**src/rtl/length_finder_scheduler_if.sv**
```systemverilog
// length_finder_scheduler_if
//   Request/result bundle for length_finder_scheduler.
//   master : string producers and result consumer (drive req_valid, req_string, res_ready)
//   slave  : the scheduler (drives req_ready, res_valid, res_length, res_id)
//   req_valid/req_ready  per-requester handshake, one-hot grant
//   req_string           requester i string at [64*i+63 : 64*i]
//   res_valid/res_ready  result handshake; res_length 0..8, res_id = source requester
interface length_finder_scheduler_if #(
  parameter int NUM_REQ = 4,
  parameter int ID_W    = 2
);
  logic [NUM_REQ-1:0]    req_valid;
  logic [64*NUM_REQ-1:0] req_string;
  logic [NUM_REQ-1:0]    req_ready;
  logic                  res_valid;
  logic                  res_ready;
  logic [3:0]            res_length;
  logic [ID_W-1:0]       res_id;

  modport master (
    output req_valid, req_string, res_ready,
    input  req_ready, res_valid, res_length, res_id
  );

  modport slave (
    input  req_valid, req_string, res_ready,
    output req_ready, res_valid, res_length, res_id
  );
endinterface

```
**src/rtl/length_finder_scheduler.sv**
```systemverilog
// length_finder_scheduler
//   Shares one combinational length finder between NUM_REQ requesters. A grant in
//   IDLE registers the winner's 64-bit string (CALC), the finder result is
//   registered and presented on the result port (HOLD) until consumed.
//   Length = index of the lowest 8'h00 byte (byte 0 = bits [7:0]), 8 if none.
// Ports
//   clk   : clock, all state on posedge
//   rst   : synchronous active-high reset
//   bus   : length_finder_scheduler_if.slave (request and result handshakes)
//   busy  : high whenever the FSM is not in IDLE
// Configuration
//   LFS_ROUND_ROBIN_EN defined   -> round-robin grant starting at rr_ptr
//   LFS_ROUND_ROBIN_EN undefined -> fixed priority, lowest asserted index wins
module length_finder_scheduler #(
  parameter int NUM_REQ = 4,
  parameter int ID_W    = 2
) (
  input  logic                     clk,
  input  logic                     rst,
  length_finder_scheduler_if.slave bus,
  output logic                     busy
);

  typedef enum logic [1:0] {IDLE, CALC, HOLD} state_t;

  state_t state, state_nxt;

  logic [NUM_REQ-1:0] grant_oh;
  logic [ID_W-1:0]    grant_id;
  logic               grant_any;
  logic [63:0]        string_sel;
  logic [63:0]        string_q;
  logic [ID_W-1:0]    id_q;
  logic [3:0]         fl_len;
  logic               res_valid_q;
  logic [3:0]         res_length_q;
  logic [ID_W-1:0]    res_id_q;
  logic [NUM_REQ-1:0] req_ready_c;

  // ---------------- arbiter ----------------
`ifdef LFS_ROUND_ROBIN_EN
  logic [ID_W-1:0] rr_ptr;

  // Search order rr_ptr, rr_ptr+1, ... wrapping; rr_ptr+k hits index i either
  // directly or one lap later (i+NUM_REQ), which avoids a variable modulo index.
  always_comb begin
    grant_oh  = '0;
    grant_id  = '0;
    grant_any = 1'b0;
    for (int k = 0; k < NUM_REQ; k++) begin
      for (int i = 0; i < NUM_REQ; i++) begin
        if (!grant_any && bus.req_valid[i] &&
            ((int'(rr_ptr) + k == i) || (int'(rr_ptr) + k == i + NUM_REQ))) begin
          grant_any   = 1'b1;
          grant_oh[i] = 1'b1;
          grant_id    = ID_W'(i);
        end
      end
    end
  end

  always_ff @(posedge clk) begin
    if (rst)
      rr_ptr <= '0;
    else if (state == IDLE && grant_any)
      rr_ptr <= (grant_id == ID_W'(NUM_REQ - 1)) ? '0 : grant_id + 1'b1;
  end
`else
  always_comb begin
    grant_oh  = '0;
    grant_id  = '0;
    grant_any = 1'b0;
    for (int i = 0; i < NUM_REQ; i++) begin
      if (!grant_any && bus.req_valid[i]) begin
        grant_any   = 1'b1;
        grant_oh[i] = 1'b1;
        grant_id    = ID_W'(i);
      end
    end
  end
`endif

  // One-hot mux of the granted string
  always_comb begin
    string_sel = '0;
    for (int i = 0; i < NUM_REQ; i++)
      if (grant_oh[i]) string_sel = string_sel | bus.req_string[64*i +: 64];
  end

  // ---------------- shared length finder ----------------
  logic [7:0] zero_byte;
  for (genvar b = 0; b < 8; b++) begin : g_byte
    assign zero_byte[b] = (string_q[8*b +: 8] == 8'h00);
  end

  // Scan high to low so the lowest null byte wins
  always_comb begin
    fl_len = 4'd8;
    for (int b = 7; b >= 0; b--)
      if (zero_byte[b]) fl_len = 4'(b);
  end

  // ---------------- FSM ----------------
  always_ff @(posedge clk) begin
    if (rst) state <= IDLE;
    else     state <= state_nxt;
  end

  always_comb begin
    state_nxt = state;
    case (state)
      IDLE:    if (grant_any) state_nxt = CALC;
      CALC:    state_nxt = HOLD;
      HOLD:    if (res_valid_q && bus.res_ready) state_nxt = IDLE;
      default: state_nxt = IDLE;
    endcase
  end

  // Grant is only offered in IDLE; masked during reset so nobody believes
  // they were accepted on an edge that the reset discards.
  always_comb begin
    req_ready_c = '0;
    busy        = (state != IDLE);
    if (state == IDLE && !rst) req_ready_c = grant_oh;
  end

  // ---------------- datapath ----------------
  always_ff @(posedge clk) begin
    if (rst) begin
      string_q     <= '0;
      id_q         <= '0;
      res_valid_q  <= 1'b0;
      res_length_q <= '0;
      res_id_q     <= '0;
    end else begin
      case (state)
        IDLE: if (grant_any) begin
          string_q <= string_sel;
          id_q     <= grant_id;
        end
        CALC: begin
          res_length_q <= fl_len;
          res_id_q     <= id_q;
          res_valid_q  <= 1'b1;
        end
        HOLD: if (bus.res_ready) res_valid_q <= 1'b0;
        default: ;
      endcase
    end
  end

  assign bus.req_ready  = req_ready_c;
  assign bus.res_valid  = res_valid_q;
  assign bus.res_length = res_length_q;
  assign bus.res_id     = res_id_q;

endmodule

```
**src/flat_wrapper.sv**
```systemverilog
// flat-port wrapper written by rule: the top's interface ports become plain ports
module length_finder_scheduler_flat 
#(
  parameter int NUM_REQ = 4,
  parameter int ID_W    = 2
)
  (clk, rst, busy, bus_req_valid, bus_req_string, bus_res_ready, bus_req_ready, bus_res_valid, bus_res_length, bus_res_id);
  length_finder_scheduler_if #(.NUM_REQ(NUM_REQ), .ID_W(ID_W)) bus_i ();
  input  logic clk;
  input  logic rst;
  output logic busy;
  input wire logic [$bits(bus_i.req_valid)-1:0] bus_req_valid;
  input wire logic [$bits(bus_i.req_string)-1:0] bus_req_string;
  input wire logic [$bits(bus_i.res_ready)-1:0] bus_res_ready;
  output wire logic [$bits(bus_i.req_ready)-1:0] bus_req_ready;
  output wire logic [$bits(bus_i.res_valid)-1:0] bus_res_valid;
  output wire logic [$bits(bus_i.res_length)-1:0] bus_res_length;
  output wire logic [$bits(bus_i.res_id)-1:0] bus_res_id;
  assign bus_i.req_valid = bus_req_valid;
  assign bus_i.req_string = bus_req_string;
  assign bus_i.res_ready = bus_res_ready;
  assign bus_req_ready = bus_i.req_ready;
  assign bus_res_valid = bus_i.res_valid;
  assign bus_res_length = bus_i.res_length;
  assign bus_res_id = bus_i.res_id;
  length_finder_scheduler #(.NUM_REQ(NUM_REQ), .ID_W(ID_W)) u_core (.clk(clk), .rst(rst), .bus(bus_i), .busy(busy));
endmodule
```
**config.mk**
```make
export PLATFORM = sky130hd
export DESIGN_NAME = length_finder_scheduler_flat
export DESIGN_NICKNAME = d
export VERILOG_FILES = /design/src/rtl/length_finder_scheduler_if.sv /design/src/rtl/length_finder_scheduler.sv /design/src/flat_wrapper.sv
export SDC_FILE = /design/constraint.sdc
export NUM_CORES = 1
export LEC_CHECK = 0
export CAP_MARGIN = 25
export CORE_MARGIN = 2
export CORE_UTILIZATION = 38
export CTS_CLUSTER_DIAMETER = 60
export DETAILED_ROUTE_END_ITERATION = 7
export PLACE_DENSITY = 0.82
export SLEW_MARGIN = 10
export SYNTH_ARGS = -nofsm -noshare
export SYNTH_HDL_FRONTEND = slang
export SYNTH_SLANG_ARGS = --single-unit
```
**constraint.sdc**
```tcl
create_clock -name clk -period 2.2 [get_ports clk]
set_input_delay 0.44 -clock clk [delete_from_list [all_inputs] [get_ports clk]]
set_output_delay 0.44 -clock clk [all_outputs]
set_load 0.1 [all_outputs]
```
## After elaboration in Yosys (flattened, before gate mapping)

Index checks and enable logic that the tools add are counted.

| storage, ports and cells | value |
|---|---|
| register bits | 75 |
| input bits | 263 |
| logic and storage cells | 65 |

| cells by class | value |
|---|---|
| eq/ne operators | 5 |
| multiplexer cells | 28 |
| bitwise operators | 3 |
| reduce and logical (&&, ||, !) cells | 23 |

Operators by type and width:

| cell | count |
|---|---|
| $mux W64 | 4 |
| $or A64 B64 Y64 | 3 |
| $logic_not A8 Y1 | 8 |
| $mux W4 | 9 |
| $mux W1 | 9 |
| $mux W2 | 4 |
| $pmux W2 S3 | 1 |
| $reduce_and A2 Y1 | 3 |
| $logic_and A1 B1 Y1 | 5 |
| $logic_not A1 Y1 | 4 |
| $ne A2 B1 Y1 const B | 2 |
| $reduce_bool A2 Y1 | 2 |
| $eq A2 B1 Y1 const B | 1 |
| $eq A2 B2 Y1 const B | 1 |
| $logic_not A2 Y1 | 1 |
| $ne A2 B2 Y1 const B | 1 |
| $pmux W1 S2 | 1 |

## Longest topological paths before layout

Gate-level depths: netlist of the first run.

| logic depth | value |
|---|---|
| depth in word-level cells | 12 |
| gate-level depth with buffers | 8 |
| gate-level depth less buffers | 5 |

## Worst setup path before layout of the first run

OpenSTA, ideal clock, no wires.

| timing path | value |
|---|---|
| path kind | register to output |
| start point | register u_core.state[1] |
| end point | output bus_req_ready[1] |
| arrival | 3.190 ns |
| path slack | -1.430 ns |
| stages on the path, launching flop included | 4 |
| buffers on the path | 0 |
| path through | dfxtp_1 nor2_2 inv_1 nor3_1 |

| on the way | value |
|---|---|
| cells in the longest elaborated chain, start to end | 3 |

RTL lines:

| item | line | source |
|---|---|---|
| start: declaration | length_finder_scheduler.sv:26 | `state_t state, state_nxt;` |
| start signal: assignment | length_finder_scheduler.sv:106 | `else state <= state_nxt;` |
| $logic_not A2 Y1 | length_finder_scheduler.sv:124 | `if (state == IDLE && !rst) req_ready_c = grant_oh;` |
| $logic_and A1 B1 Y1 | length_finder_scheduler.sv:124 |  |
| $mux W4 | length_finder_scheduler.sv:124 |  |
| end: declaration | flat_wrapper.sv:15 | `output wire logic [$bits(bus_i.req_ready)-1:0] bus_req_ready;` |

Every way passes these cells.

## Final worst setup path of the first run

| timing path | value |
|---|---|
| start point | register u_core.state[1] |
| end point | output bus_req_ready[2] |

Same word-level chain as after synthesis.

==> run_summary.xml, run 1 <==
<?xml version="1.0" encoding="UTF-8"?>
<metrics>
  <group name="worst_setup_path">
    <metric name="criticalPathCategory" unit="">flop to primary output</metric>
    <metric name="r2r-start" unit="">u_core.state[1]$_SDFFE_PP0P_</metric>
    <metric name="worst_r2r_path_depth" unit="">6</metric>
    <metric name="crit_path_start_kind" unit="">flop</metric>
    <metric name="cpPeakStageDelay" unit="ps">350</metric>
    <metric name="timing.rr.end" unit="">u_core.string_q[2]$_SDFFE_PP0P_</metric>
    <metric name="timing.critical_path.fanout_max" unit="">5</metric>
    <metric name="crit_path_top_delay_cell" unit="">sky130_fd_sc_hd__dfxtp_1</metric>
    <metric name="reg2reg_slack" unit="ps">550</metric>
    <metric name="cp-end-kind" unit="">primary output</metric>
    <metric name="worst-path-buf-inv" unit="">2</metric>
    <metric name="worst-endpoint-required" unit="ps">1760</metric>
    <metric name="critical_path.cell_chain" unit="">nor2_2, inv_1, nor2_1, and3_2, buf_12</metric>
    <metric name="worst_path_dominant_cell_family" unit="">simple AND/OR/NAND/NOR gates</metric>
    <metric name="crit_arrival" unit="ps">1670</metric>
  </group>
  <group name="grt">
    <metric name="antenna_found_initial" unit="">0</metric>
    <metric name="grt_max_degree" unit="">68</metric>
    <metric name="globalRoute.totalOverflow" unit="">0</metric>
    <metric name="first_global_vias" unit="">5396</metric>
    <metric name="global_route_usage_sum" unit="%">23.9</metric>
    <metric name="grt_pass1_wl" unit="mm">25.1</metric>
  </group>
  <group name="synth">
    <metric name="synth-compound-area-share" unit="%">41.7</metric>
    <metric name="area_share_of_and_or_nand_nor_cells_after_synthesis" unit="%">18.1</metric>
    <metric name="combinational_family_with_the_most_area_after_synthesis" unit="">compound AO/OA/AOI/OAI gates</metric>
    <metric name="ys_types" unit="">33</metric>
    <metric name="async_flop_share" unit="%">0</metric>
    <metric name="number_of_nets_in_the_synthesized_netlist" unit="">803</metric>
    <metric name="synth_mux_area_share" unit="%">0</metric>
    <metric name="synth_seq_cells" unit="">75</metric>
    <metric name="syn-instance-count" unit="">540</metric>
    <metric name="yosys.area_share.xor_xnor" unit="%">0</metric>
    <metric name="synth_enable_flop_cells" unit="">0</metric>
    <metric name="synth-main-ff-cell" unit="">sky130_fd_sc_hd__dfxtp_1</metric>
    <metric name="synth.avg_cell_area" unit="um^2">8.42</metric>
    <metric name="synth_area" unit="um^2">4540</metric>
    <metric name="yosys_warnings" unit="">0</metric>
    <metric name="synth-seq-area-share" unit="%">33.0</metric>
    <metric name="share_of_synthesized_cell_area_in_full_adder_half_adder_and_majority_cells" unit="%">0</metric>
  </group>
  <group name="worst_hold_path">
    <metric name="holdPathEnd" unit="">u_core.bus.res_id[0]$_SDFFE_PP0P_</metric>
    <metric name="min_from" unit="">u_core.id_q[0]$_SDFFE_PP0P_</metric>
    <metric name="holdCritPathClass" unit="">flop to flop</metric>
    <metric name="hold_path_depth" unit="">2</metric>
  </group>
  <group name="cts">
    <metric name="postCtsSetupBuffers" unit="">0</metric>
    <metric name="cts-htree-levels" unit="">3</metric>
    <metric name="cts_tree" unit="">done</metric>
    <metric name="cts_sinks" unit="">75</metric>
    <metric name="cts_root_buf" unit="">sky130_fd_sc_hd__clkbuf_16</metric>
    <metric name="worst_setup_hold_path_clk_slew" unit="ps">60</metric>
    <metric name="hold_buffers" unit="">0</metric>
    <metric name="clk-insertion-delay-late" unit="ps">320</metric>
    <metric name="clockBufferDepth" unit="">2</metric>
    <metric name="post_cts.resized_instances" unit="">0</metric>
    <metric name="cts_buffers" unit="">9</metric>
  </group>
  <group name="final_layout">
    <metric name="net_count_of_the_finished_layout" unit="">1049</metric>
    <metric name="num-fill-cells" unit="">951</metric>
    <metric name="layout_area_overhead" unit="%">70.3</metric>
    <metric name="instances_no_fill" unit="">934</metric>
    <metric name="final_layout_size_suffix_gt1_share" unit="%">13.7</metric>
    <metric name="antenna_cells_inserted" unit="">0</metric>
  </group>
  <group name="route">
    <metric name="drt_iter0_drc" unit="">303</metric>
    <metric name="drt-wirelength-per-cell" unit="um">17.0</metric>
    <metric name="drt_pass1_iterations" unit="">4</metric>
    <metric name="post_detailed_routing_wire_length" unit="mm">15.9</metric>
    <metric name="vias_per_cell" unit="">5.63</metric>
    <metric name="dr_total_vias" unit="">5255</metric>
    <metric name="drc_markers" unit="">0</metric>
    <metric name="detail-route-antenna-nets" unit="">0</metric>
  </group>
  <group name="place">
    <metric name="routabilityCongestion" unit="">0.855</metric>
    <metric name="dp_hpwl" unit="mm">12.3</metric>
    <metric name="numPlacedInstances" unit="">918</metric>
    <metric name="io_buffers" unit="">274</metric>
  </group>
  <group name="power_and_ir_drop">
    <metric name="static-leakage-power" unit="nW">2.83</metric>
    <metric name="power.density" unit="nW/um^2">656</metric>
    <metric name="vdd_ir_drop_max" unit="mV">0.493</metric>
    <metric name="fin_total_pwr" unit="W">0.00507</metric>
  </group>
  <group name="timing">
    <metric name="layout_min_cycle_time" unit="ps">2110</metric>
    <metric name="clock_skew" unit="ps">6.04</metric>
    <metric name="maxClockFrequency" unit="MHz">474</metric>
    <metric name="tightest_slew" unit="ps">613</metric>
    <metric name="timing_max_transition_violations_final" unit="">0</metric>
    <metric name="setup_viol" unit="">0</metric>
    <metric name="timing.slew.headroom" unit="%">59.1</metric>
    <metric name="final-hold-violation-count" unit="">0</metric>
    <metric name="grt_setup_unrepaired" unit="">false</metric>
    <metric name="final.period_utilization" unit="%">95.9</metric>
  </group>
  <group name="die">
    <metric name="die-area" unit="um^2">12800</metric>
    <metric name="num_io_pins" unit="">275</metric>
    <metric name="die_x" unit="um">113</metric>
    <metric name="coreArea" unit="um^2">11600</metric>
    <metric name="die_height" unit="um">113</metric>
    <metric name="floorplan.rows" unit="">39</metric>
    <metric name="initial_core_util" unit="%">39.3</metric>
  </group>
  <group name="status">
    <metric name="run_status" unit="">complete, no violations</metric>
  </group>
  <group name="run">
    <metric name="cap_viol_max_count" unit="">0</metric>
  </group>
</metrics>
## how the worst max path moves through the flow
stage	start	to	slack, ps	cells past startpoint
after global routing	u_core.state[1]$_SDFFE_PP0P_	bus_req_ready[2]	20	5
after global placement	bus_req_valid[2]	u_core.string_q[36]$_SDFFE_PP0P_	20	7
after floorplan	u_core.state[1]$_SDFFE_PP0P_	bus_req_ready[1]	-170	3
after detailed placement	bus_req_valid[2]	u_core.string_q[57]$_SDFFE_PP0P_	-7	7
after CTS	u_core.state[1]$_SDFFE_PP0P_	bus_req_ready[2]	100	5
final	u_core.state[1]$_SDFFE_PP0P_	bus_req_ready[2]	90	5
## cell families after synthesis
group | Yosys count
AOI/OAI and AO/OA | 215
buffers and inverters | 59
DFF | 75
and+or+nand+nor | 191
## state kept, by name (all words and copies together), names as in the netlist
| signal | cells |
|---|---|
| u_core.string_q | 64 |
| u_core.bus.res_id | 2 |
| u_core.id_q | 2 |
| u_core.bus.res_length | 4 |
| u_core.state | 2 |
| u_core.bus.res_valid | 1 |
## area by class of cell
class                      count  area (um^2)  share of cell area [%]
clock buffer                  12          256                    3.31
timing repair buffer         292         2980                    38.4
sequential                    75         1500                    19.4
tap                          143          179                    2.31
inverter                       2         7.51                  0.0970
multi-input combinational    406         2750                    35.5
clock inverter                 4         72.6                   0.938
## synth_stat cells (3+ instances only)
cell type	count	area, um^2
sky130_fd_sc_hd__buf_2	10	50.1
sky130_fd_sc_hd__a211oi_2	50	626
sky130_fd_sc_hd__clkbuf_1	29	109
sky130_fd_sc_hd__nand2b_1	3	18.8
sky130_fd_sc_hd__a211oi_1	16	120
sky130_fd_sc_hd__buf_4	10	75.1
sky130_fd_sc_hd__buf_6	7	78.8
sky130_fd_sc_hd__nand2_1	18	67.6
sky130_fd_sc_hd__nor4_1	14	87.6
sky130_fd_sc_hd__dfxtp_1	75	1500
sky130_fd_sc_hd__a22oi_1	63	473
sky130_fd_sc_hd__nor2_1	138	518
sky130_fd_sc_hd__nand3b_1	3	22.5
sky130_fd_sc_hd__o21ai_0	9	45.0
sky130_fd_sc_hd__a21oi_1	13	65.1
sky130_fd_sc_hd__a221oi_1	58	508
## worst reg2reg max path, stage by stage (launching register included)
cell and delay (ps):
sky130_fd_sc_hd__dfxtp_1 350, sky130_fd_sc_hd__nor2_2 250, sky130_fd_sc_hd__nand2_2 190, sky130_fd_sc_hd__nand2_4 160, sky130_fd_sc_hd__buf_12 270, sky130_fd_sc_hd__nor2_1 70, sky130_fd_sc_hd__a211oi_1 260
## layer usage
layer | routed length (um) | vias to the layer above | GRT usage [%]
li1 | - | 2584 | -
met1 | 6530 | 2489 | 28.4
met4 | 212 | 0 | 5.69
met3 | 835 | 18 | 4.28
met5 | 0 | - | 0
met2 | 8340 | 164 | 44.4
## placed cells by master (no fill, tap or decap), types with 2 or more instances in the layout
| master | n |
|---|---|
| sky130_fd_sc_hd__a211oi_1 | 16 |
| sky130_fd_sc_hd__a211oi_2 | 50 |
| sky130_fd_sc_hd__a21oi_1 | 13 |
| sky130_fd_sc_hd__a221oi_1 | 58 |
| sky130_fd_sc_hd__a22oi_1 | 63 |
| sky130_fd_sc_hd__and2_2 | 2 |
| sky130_fd_sc_hd__buf_12 | 11 |
| sky130_fd_sc_hd__buf_4 | 21 |
| sky130_fd_sc_hd__bufinv_16 | 2 |
| sky130_fd_sc_hd__clkbuf_16 | 9 |
| sky130_fd_sc_hd__clkbuf_8 | 2 |
| sky130_fd_sc_hd__clkdlybuf4s50_1 | 259 |
| sky130_fd_sc_hd__dfxtp_1 | 75 |
| sky130_fd_sc_hd__inv_1 | 2 |
| sky130_fd_sc_hd__nand2_1 | 18 |
| sky130_fd_sc_hd__nand2b_1 | 3 |
| sky130_fd_sc_hd__nand3_1 | 2 |
| sky130_fd_sc_hd__nand3b_1 | 3 |
| sky130_fd_sc_hd__nor2_1 | 138 |
| sky130_fd_sc_hd__nor4_1 | 14 |
| sky130_fd_sc_hd__o21ai_0 | 9 |
| sky130_fd_sc_hd__or4_1 | 2 |
## stage by stage
step	utilization (%)	worst slack [ps]	TNS (ps)	hold WS (ps)	cell area, um^2
finish	66.9	90.3	0	457	7740
global route	66.9	16.0	0	486	7740
CTS	66.9	97.4	0	456	7740
detailed placement	64.1	-6.56	-12.8	445	7410
global placement	64.1	16.2	0	431	7410
floorplan	-	-169	-178	427	4560
## where the power goes
part | total, W | internal [W] | switching, W | leakage [nW]
Combinational | 0.00181 | 0.000895 | 0.000912 | 2.05
Sequential | 0.00168 | 0.00157 | 0.000113 | 0.622
Clock | 0.00158 | 0.00105 | 0.000531 | 0.159
Total | 0.00507 | 0.00352 | 0.00156 | 2.83
Note: power is estimated with default switching activity, not from simulation.
==> run 2: changes to the inputs <==
--- a/config.mk
+++ b/config.mk
@@ -6,11 +6,14 @@
 export NUM_CORES = 1
 export LEC_CHECK = 0
 export CAP_MARGIN = 25
+export CELL_PAD_IN_SITES_DETAIL_PLACEMENT = 0
+export CELL_PAD_IN_SITES_GLOBAL_PLACEMENT = 1
 export CORE_MARGIN = 2
-export CORE_UTILIZATION = 38
+export CORE_UTILIZATION = 26
 export CTS_CLUSTER_DIAMETER = 60
 export DETAILED_ROUTE_END_ITERATION = 7
-export PLACE_DENSITY = 0.82
+export GPL_ROUTABILITY_DRIVEN = 0
+export PLACE_DENSITY_LB_ADDON = 0.1
 export SLEW_MARGIN = 10
 export SYNTH_ARGS = -nofsm -noshare
 export SYNTH_HDL_FRONTEND = slang
==> run 2 against run 1 <==
Net effect: clock power decreased by 8%; highest routed layer unchanged; cell count increased by 8.6%; sequential cell count unchanged; sequential share of layout area decreased by 0.12 points; register-to-register slack improved by 60 ps.
==> run_summary.xml, run 2 (synthesized netlist as in run 1, its figures left out) <==
<?xml version="1.0" encoding="UTF-8"?>
<metrics>
  <group name="status">
    <metric name="run_status" unit="">complete, no violations</metric>
  </group>
  <group name="grt">
    <metric name="grt_max_degree" unit="">87</metric>
    <metric name="grt_pass1_wl" unit="mm">26.4</metric>
    <metric name="globalRoute.totalOverflow" unit="">0</metric>
    <metric name="antenna_found_initial" unit="">0</metric>
    <metric name="first_global_vias" unit="">5264</metric>
    <metric name="global_route_usage_sum" unit="%">18.1</metric>
  </group>
  <group name="cts">
    <metric name="worst_setup_hold_path_clk_slew" unit="ps">60</metric>
    <metric name="cts_root_buf" unit="">sky130_fd_sc_hd__clkbuf_16</metric>
    <metric name="cts-htree-levels" unit="">3</metric>
    <metric name="cts_sinks" unit="">75</metric>
    <metric name="clockBufferDepth" unit="">2</metric>
    <metric name="cts_tree" unit="">done</metric>
    <metric name="cts_buffers" unit="">9</metric>
    <metric name="clk-insertion-delay-late" unit="ps">340</metric>
    <metric name="postCtsSetupBuffers" unit="">0</metric>
  </group>
  <group name="worst_setup_path">
    <metric name="critical_path.cell_chain" unit="">clkdlybuf4s50_1, buf_4, nor4b_4, and2_2, buf_12</metric>
    <metric name="timing.rr.end" unit="">u_core.string_q[37]$_SDFFE_PP0P_</metric>
    <metric name="start_point_of_the_critical_path" unit="">bus_req_valid[2]</metric>
    <metric name="worst_r2r_path_depth" unit="">6</metric>
    <metric name="r2r-start" unit="">u_core.state[1]$_SDFFE_PP0P_</metric>
    <metric name="cp-end-kind" unit="">primary output</metric>
    <metric name="worst_path_dominant_cell_family" unit="">buffers and inverters</metric>
    <metric name="criticalPathCategory" unit="">input port to primary output</metric>
    <metric name="crit_path_top_delay_cell" unit="">sky130_fd_sc_hd__clkdlybuf4s50_1</metric>
    <metric name="cpPeakStageDelay" unit="ps">420</metric>
    <metric name="crit_path_end" unit="">bus_req_ready[3]</metric>
    <metric name="critical_path_cell_count" unit="">5</metric>
    <metric name="crit_path_start_kind" unit="">input port</metric>
    <metric name="timing.critical_path.fanout_max" unit="">4</metric>
    <metric name="crit_arrival" unit="ps">1670</metric>
    <metric name="reg2reg_slack" unit="ps">610</metric>
    <metric name="worst-endpoint-required" unit="ps">1760</metric>
    <metric name="worst-path-buf-inv" unit="">3</metric>
  </group>
  <group name="final_layout">
    <metric name="fin_area" unit="um^2">7790</metric>
    <metric name="antenna_cells_inserted" unit="">0</metric>
    <metric name="layout_area_overhead" unit="%">71.4</metric>
    <metric name="layout.cells.most_common" unit="">sky130_fd_sc_hd__clkdlybuf4s50_1</metric>
    <metric name="net_count_of_the_finished_layout" unit="">1047</metric>
    <metric name="layout.cells.most_common_list" unit="">259 x sky130_fd_sc_hd__clkdlybuf4s50_1, 138 x sky130_fd_sc_hd__nor2_1, 75 x sky130_fd_sc_hd__dfxtp_1</metric>
    <metric name="final_layout_size_suffix_gt1_share" unit="%">13.6</metric>
    <metric name="max_reg_flops" unit="">64</metric>
    <metric name="regMostFlops" unit="">u_core.string_q</metric>
  </group>
  <group name="die">
    <metric name="die_x" unit="um">136</metric>
    <metric name="coreArea" unit="um^2">17200</metric>
    <metric name="floorplan.rows" unit="">48</metric>
    <metric name="initial_core_util" unit="%">26.5</metric>
    <metric name="die-area" unit="um^2">18600</metric>
    <metric name="die_height" unit="um">136</metric>
    <metric name="num_io_pins" unit="">275</metric>
  </group>
  <group name="run">
    <metric name="cap_viol_max_count" unit="">0</metric>
  </group>
  <group name="timing">
    <metric name="tightest_slew" unit="ps">511</metric>
    <metric name="timing.slew.headroom" unit="%">65.6</metric>
    <metric name="final-hold-violation-count" unit="">0</metric>
    <metric name="final.period_utilization" unit="%">95.9</metric>
    <metric name="layout_min_cycle_time" unit="ps">2110</metric>
    <metric name="timing_max_transition_violations_final" unit="">0</metric>
    <metric name="maxClockFrequency" unit="MHz">474</metric>
    <metric name="grt_setup_unrepaired" unit="">false</metric>
    <metric name="setup_viol" unit="">0</metric>
    <metric name="clock_skew" unit="ps">8.61</metric>
    <metric name="fin_tns_setup" unit="ps">0</metric>
  </group>
  <group name="route">
    <metric name="detail-route-antenna-nets" unit="">0</metric>
    <metric name="vias_per_cell" unit="">5.03</metric>
    <metric name="drt-wirelength-per-cell" unit="um">16.6</metric>
    <metric name="drt_iter0_drc" unit="">162</metric>
    <metric name="drt_pass1_iterations" unit="">4</metric>
    <metric name="dr_total_vias" unit="">5101</metric>
    <metric name="drc_markers" unit="">0</metric>
    <metric name="post_detailed_routing_wire_length" unit="mm">16.8</metric>
  </group>
  <group name="power_and_ir_drop">
    <metric name="static-leakage-power" unit="nW">2.81</metric>
    <metric name="vdd_ir_drop_max" unit="mV">0.359</metric>
    <metric name="power.density" unit="nW/um^2">632</metric>
  </group>
  <group name="place">
    <metric name="io_buffers" unit="">274</metric>
    <metric name="dp_hpwl" unit="mm">13.0</metric>
    <metric name="dpl_cell_area" unit="um^2">7480</metric>
  </group>
  <group name="worst_hold_path">
    <metric name="holdCritPathClass" unit="">flop to flop</metric>
  </group>
</metrics>
[run 2: stage by stage]
step                      utilization (%)  hold slack [ps]  setup slack, ps  cells  power [W]
after floorplan                         -              427             -169    540    0.00278
after global placement               43.6              437             37.2    998    0.00349
after detailed placement             43.6              445            -45.7    998    0.00352
after CTS                            45.3              458             53.7   1014    0.00500
after global routing                 45.3              495            0.853   1014    0.00524
final                                45.3              456             89.2   1014    0.00492
[run 2: worst min path at each step]
stage                                          startpoint                                    end  slack [ps]  depth (start not counted)
detailed placement  u_core.bus.res_length[3]$_SDFFE_PP0P_  u_core.bus.res_length[3]$_SDFFE_PP0P_         450                          2
global placement              u_core.id_q[0]$_SDFFE_PP0P_      u_core.bus.res_id[0]$_SDFFE_PP0P_         440                          2
finish              u_core.bus.res_length[3]$_SDFFE_PP0P_  u_core.bus.res_length[3]$_SDFFE_PP0P_         460                          2
global route                  u_core.id_q[0]$_SDFFE_PP0P_      u_core.bus.res_id[0]$_SDFFE_PP0P_         500                          2
floorplan                     u_core.id_q[0]$_SDFFE_PP0P_      u_core.bus.res_id[0]$_SDFFE_PP0P_         430                          2
CTS                           u_core.id_q[0]$_SDFFE_PP0P_      u_core.bus.res_id[0]$_SDFFE_PP0P_         460                          2
[run 2: cell type report]
class / count / area [um^2]
clock inverter: 3 / 18.8
inverter: 2 / 7.51
multi-input combinational: 406 / 2750
clock buffer: 13 / 280
sequential: 75 / 1500
timing repair buffer: 290 / 2950
tap: 225 / 282
fill: 1720 / 9390
[run 2: what timing repair did]
| item | 4_1_cts | 5_1_grt |
|---|---|---|
| setup endpoints to repair | 0 | 1 |
| hold buffers | 0 | 0 |
| resized for setup | 0 | 1 |
[run 2: metal layers]
metal,track usage (%),wire length (um)
met5,0,0
met4,4.17,218
met3,4.55,946
met2,32.4,8590
met1,21.6,7050
[run 2: worst reg2reg max path: cells and delay by family (launching register included)]
family	cells	cell delay, ps
flip-flops	1	360
AND/OR/NAND/NOR	4	640
buffers and inverters	1	290
AO/OA/AOI/OAI	1	210
[run 2: where the power goes]
part	internal, W	leakage, nW	total (W)	switching (W)
combinational	0.000886	2.04	0.00179	0.000903
sequential	0.00157	0.622	0.00169	0.000117
clock	0.000887	0.152	0.00145	0.000560
==> run 3: changes to the inputs <==
--- a/config.mk
+++ b/config.mk
@@ -5,7 +5,7 @@
 export SDC_FILE = /design/constraint.sdc
 export NUM_CORES = 1
 export LEC_CHECK = 0
-export CAP_MARGIN = 25
+export CAP_MARGIN = 20
 export CELL_PAD_IN_SITES_DETAIL_PLACEMENT = 0
 export CELL_PAD_IN_SITES_GLOBAL_PLACEMENT = 1
 export CORE_MARGIN = 2
==> constraint.sdc (replaced) <==
create_clock -name clk -period 2.2 [get_ports clk]
set_input_delay 0.44 -clock clk [delete_from_list [all_inputs] [get_ports clk]]
set_output_delay 0.44 -clock clk [all_outputs]
set_load 0.02 [all_outputs]
==> run 3 against run 2 <==
Net effect: non-clock buffer count is 5 higher; worst setup slack improved by 33 ps; wire length down 1.1%; first-iteration DRC count is 40% higher; clock power is essentially flat; critical path depth shrank 1; fmax grew 1.6%; global-route usage fell by 0.34 points; core utilization fell by 0.11 points; design area decreased by 0.24%; hold slack got worse by 2.0 ps; largest cell class unchanged.
==> run_summary.xml, run 3 (synthesized netlist as in run 1, its figures left out) <==
<?xml version="1.0" encoding="UTF-8"?>
<metrics>
  <group name="status">
    <metric name="run_status" unit="">complete, no violations</metric>
  </group>
  <group name="die">
    <metric name="floorplan.rows" unit="">48</metric>
    <metric name="num_io_pins" unit="">275</metric>
    <metric name="die_x" unit="um">136</metric>
    <metric name="die_height" unit="um">136</metric>
    <metric name="die-area" unit="um^2">18600</metric>
    <metric name="initial_core_util" unit="%">26.5</metric>
    <metric name="coreArea" unit="um^2">17200</metric>
  </group>
  <group name="cts">
    <metric name="cts_buffers" unit="">9</metric>
    <metric name="postCtsSetupBuffers" unit="">0</metric>
    <metric name="clockBufferDepth" unit="">2</metric>
    <metric name="cts_sinks" unit="">75</metric>
    <metric name="worst_setup_hold_path_clk_slew" unit="ps">50</metric>
    <metric name="cts_tree" unit="">done</metric>
    <metric name="clk-insertion-delay-late" unit="ps">340</metric>
    <metric name="cts_root_buf" unit="">sky130_fd_sc_hd__clkbuf_16</metric>
    <metric name="cts-htree-levels" unit="">3</metric>
  </group>
  <group name="route">
    <metric name="topRoutingLayerUsed" unit="">met4</metric>
    <metric name="drt_iter0_drc" unit="">226</metric>
    <metric name="post_detailed_routing_wire_length" unit="mm">16.6</metric>
    <metric name="drt_pass1_iterations" unit="">4</metric>
    <metric name="met1_length" unit="mm">7.11</metric>
    <metric name="drt-wirelength-per-cell" unit="um">16.3</metric>
    <metric name="vias_per_cell" unit="">5.06</metric>
    <metric name="met2_length" unit="mm">8.40</metric>
    <metric name="detail-route-antenna-nets" unit="">0</metric>
    <metric name="dr_total_vias" unit="">5158</metric>
    <metric name="drc_markers" unit="">0</metric>
    <metric name="routed-wl-met3" unit="um">918</metric>
  </group>
  <group name="final_layout">
    <metric name="antenna_cells_inserted" unit="">0</metric>
    <metric name="layout.cells.most_common" unit="">sky130_fd_sc_hd__clkdlybuf4s50_1</metric>
    <metric name="utilization" unit="%">45.2</metric>
    <metric name="max_reg_flops" unit="">64</metric>
    <metric name="layout.cells.most_common_list" unit="">267 x sky130_fd_sc_hd__clkdlybuf4s50_1, 138 x sky130_fd_sc_hd__nor2_1, 75 x sky130_fd_sc_hd__dfxtp_1</metric>
    <metric name="layout_area_overhead" unit="%">71.0</metric>
    <metric name="final_layout_size_suffix_gt1_share" unit="%">11.8</metric>
    <metric name="net_count_of_the_finished_layout" unit="">1052</metric>
    <metric name="regMostFlops" unit="">u_core.string_q</metric>
  </group>
  <group name="timing">
    <metric name="grt_setup_unrepaired" unit="">false</metric>
    <metric name="fin_tns_setup" unit="ps">0</metric>
    <metric name="finalHoldWorstSlack" unit="ps">454</metric>
    <metric name="clock_skew" unit="ps">7.13</metric>
    <metric name="timing.slew.headroom" unit="%">58.1</metric>
    <metric name="maxClockFrequency" unit="MHz">481</metric>
    <metric name="final.period_utilization" unit="%">94.4</metric>
    <metric name="setup_viol" unit="">0</metric>
    <metric name="tightest_slew" unit="ps">628</metric>
    <metric name="final-hold-violation-count" unit="">0</metric>
    <metric name="layout_min_cycle_time" unit="ps">2080</metric>
    <metric name="timing_max_transition_violations_final" unit="">0</metric>
  </group>
  <group name="power_and_ir_drop">
    <metric name="static-leakage-power" unit="nW">2.81</metric>
    <metric name="p_switching" unit="W">0.00142</metric>
    <metric name="p_int" unit="W">0.00337</metric>
    <metric name="seqPwrFrac" unit="%">35.1</metric>
    <metric name="combPwrFrac" unit="%">34.6</metric>
    <metric name="p_sw_share" unit="%">29.7</metric>
    <metric name="share_clk_of_total_power" unit="%">30.4</metric>
    <metric name="power.density" unit="nW/um^2">617</metric>
    <metric name="vdd_ir_drop_max" unit="mV">0.372</metric>
  </group>
  <group name="worst_setup_path">
    <metric name="crit_path_top_delay_cell" unit="">sky130_fd_sc_hd__clkdlybuf4s50_1</metric>
    <metric name="cpPeakStageDelay" unit="ps">460</metric>
    <metric name="worst_r2r_path_depth" unit="">5</metric>
    <metric name="criticalPathCategory" unit="">input port to primary output</metric>
    <metric name="worst_path_dominant_cell_family" unit="">buffers and inverters</metric>
    <metric name="critical_path_cell_count" unit="">4</metric>
    <metric name="timing.critical_path.fanout_max" unit="">2</metric>
    <metric name="worst-endpoint-required" unit="ps">1760</metric>
    <metric name="cp-end-kind" unit="">primary output</metric>
    <metric name="crit_arrival" unit="ps">1640</metric>
    <metric name="worst-path-buf-inv" unit="">2</metric>
    <metric name="critical_path.cell_chain" unit="">clkdlybuf4s50_1, nor4b_4, and2_1, dlygate4sd2_1</metric>
    <metric name="crit_path_start_kind" unit="">input port</metric>
  </group>
  <group name="worst_hold_path">
    <metric name="hold_path_depth" unit="">2</metric>
    <metric name="holdCritPathClass" unit="">flop to flop</metric>
  </group>
  <group name="grt">
    <metric name="first_global_vias" unit="">5394</metric>
    <metric name="grt_pass1_wl" unit="mm">26.1</metric>
    <metric name="globalRoute.totalOverflow" unit="">0</metric>
    <metric name="global_route_usage_sum" unit="%">17.8</metric>
    <metric name="grt_max_degree" unit="">116</metric>
    <metric name="antenna_found_initial" unit="">0</metric>
  </group>
  <group name="run">
    <metric name="cap_viol_max_count" unit="">0</metric>
  </group>
  <group name="place">
    <metric name="io_buffers" unit="">274</metric>
    <metric name="dp_hpwl" unit="mm">12.5</metric>
  </group>
</metrics>
-- run 3: path summary, 6_finish.rpt --
path	from	end	slack [ps]
min reg2reg	u_core.id_q[0]$_SDFFE_PP0P_	u_core.bus.res_id[0]$_SDFFE_PP0P_	450
min	u_core.id_q[0]$_SDFFE_PP0P_	u_core.bus.res_id[0]$_SDFFE_PP0P_	450
max reg2reg	u_core.string_q[48]$_SDFFE_PP0P_	u_core.bus.res_length[0]$_SDFFE_PP0P_	660
max	bus_req_valid[2]	bus_req_ready[3]	120
-- run 3: final cells by class --
cell class	instances	area, um^2
timing repair buffer	295	2950
tap	225	282
fill	1698	9410
inverter	2	7.51
multi-input combinational	406	2730
clock inverter	4	50.0
sequential	75	1500
clock buffer	12	246
-- run 3: routing by layer --
metal | GRT usage (%) | vias up
met5 | 0 | -
met2 | 32.0 | 157
li1 | - | 2584
met4 | 4.22 | 0
met1 | 21.1 | 2402
met3 | 4.51 | 15
-- run 3: repair_timing --
action / in CTS / in global routing
hold buffers: 0 / 0
resized for setup: 3 / 1
setup endpoints to repair: 3 / 1
endpoints found under the hold margin: 0 / 0
pin swaps: 0 / 0
-- run 3: worst register-to-register path, cell delays in order (launching register included) --
cell and delay, ps:
sky130_fd_sc_hd__dfxtp_1 300, sky130_fd_sc_hd__or4_1 580, sky130_fd_sc_hd__nor2_1 150, sky130_fd_sc_hd__o211ai_1 120, sky130_fd_sc_hd__a31oi_1 180, sky130_fd_sc_hd__a211oi_1 60
-- run 3: power by group through the flow --
| stage | Clock, W | Sequential [W] | Combinational [W] |
|---|---|---|---|
| floorplan | 0 | 0.00170 | 0.000936 |
| global placement | 0 | 0.00170 | 0.00165 |
| detailed placement | 0 | 0.00171 | 0.00167 |
| CTS | 0.00150 | 0.00168 | 0.00168 |
| global route | 0.00157 | 0.00171 | 0.00184 |
| finish | 0.00145 | 0.00168 | 0.00166 |
-- run 3: stage by stage --
| step | total power [W] | worst slack [ps] | area (um^2) | std cells |
|---|---|---|---|---|
| 2_1_floorplan | 0.00264 | 223 | 4540 | 540 |
| 3_3_place_gp | 0.00335 | -138 | 7470 | 1003 |
| 6_report | 0.00479 | 122 | 7770 | 1019 |
| 5_1_grt | 0.00511 | 75.2 | 7770 | 1019 |
| 3_5_place_dp | 0.00338 | -141 | 7470 | 1003 |
| 4_1_cts | 0.00486 | 18.6 | 7770 | 1019 |
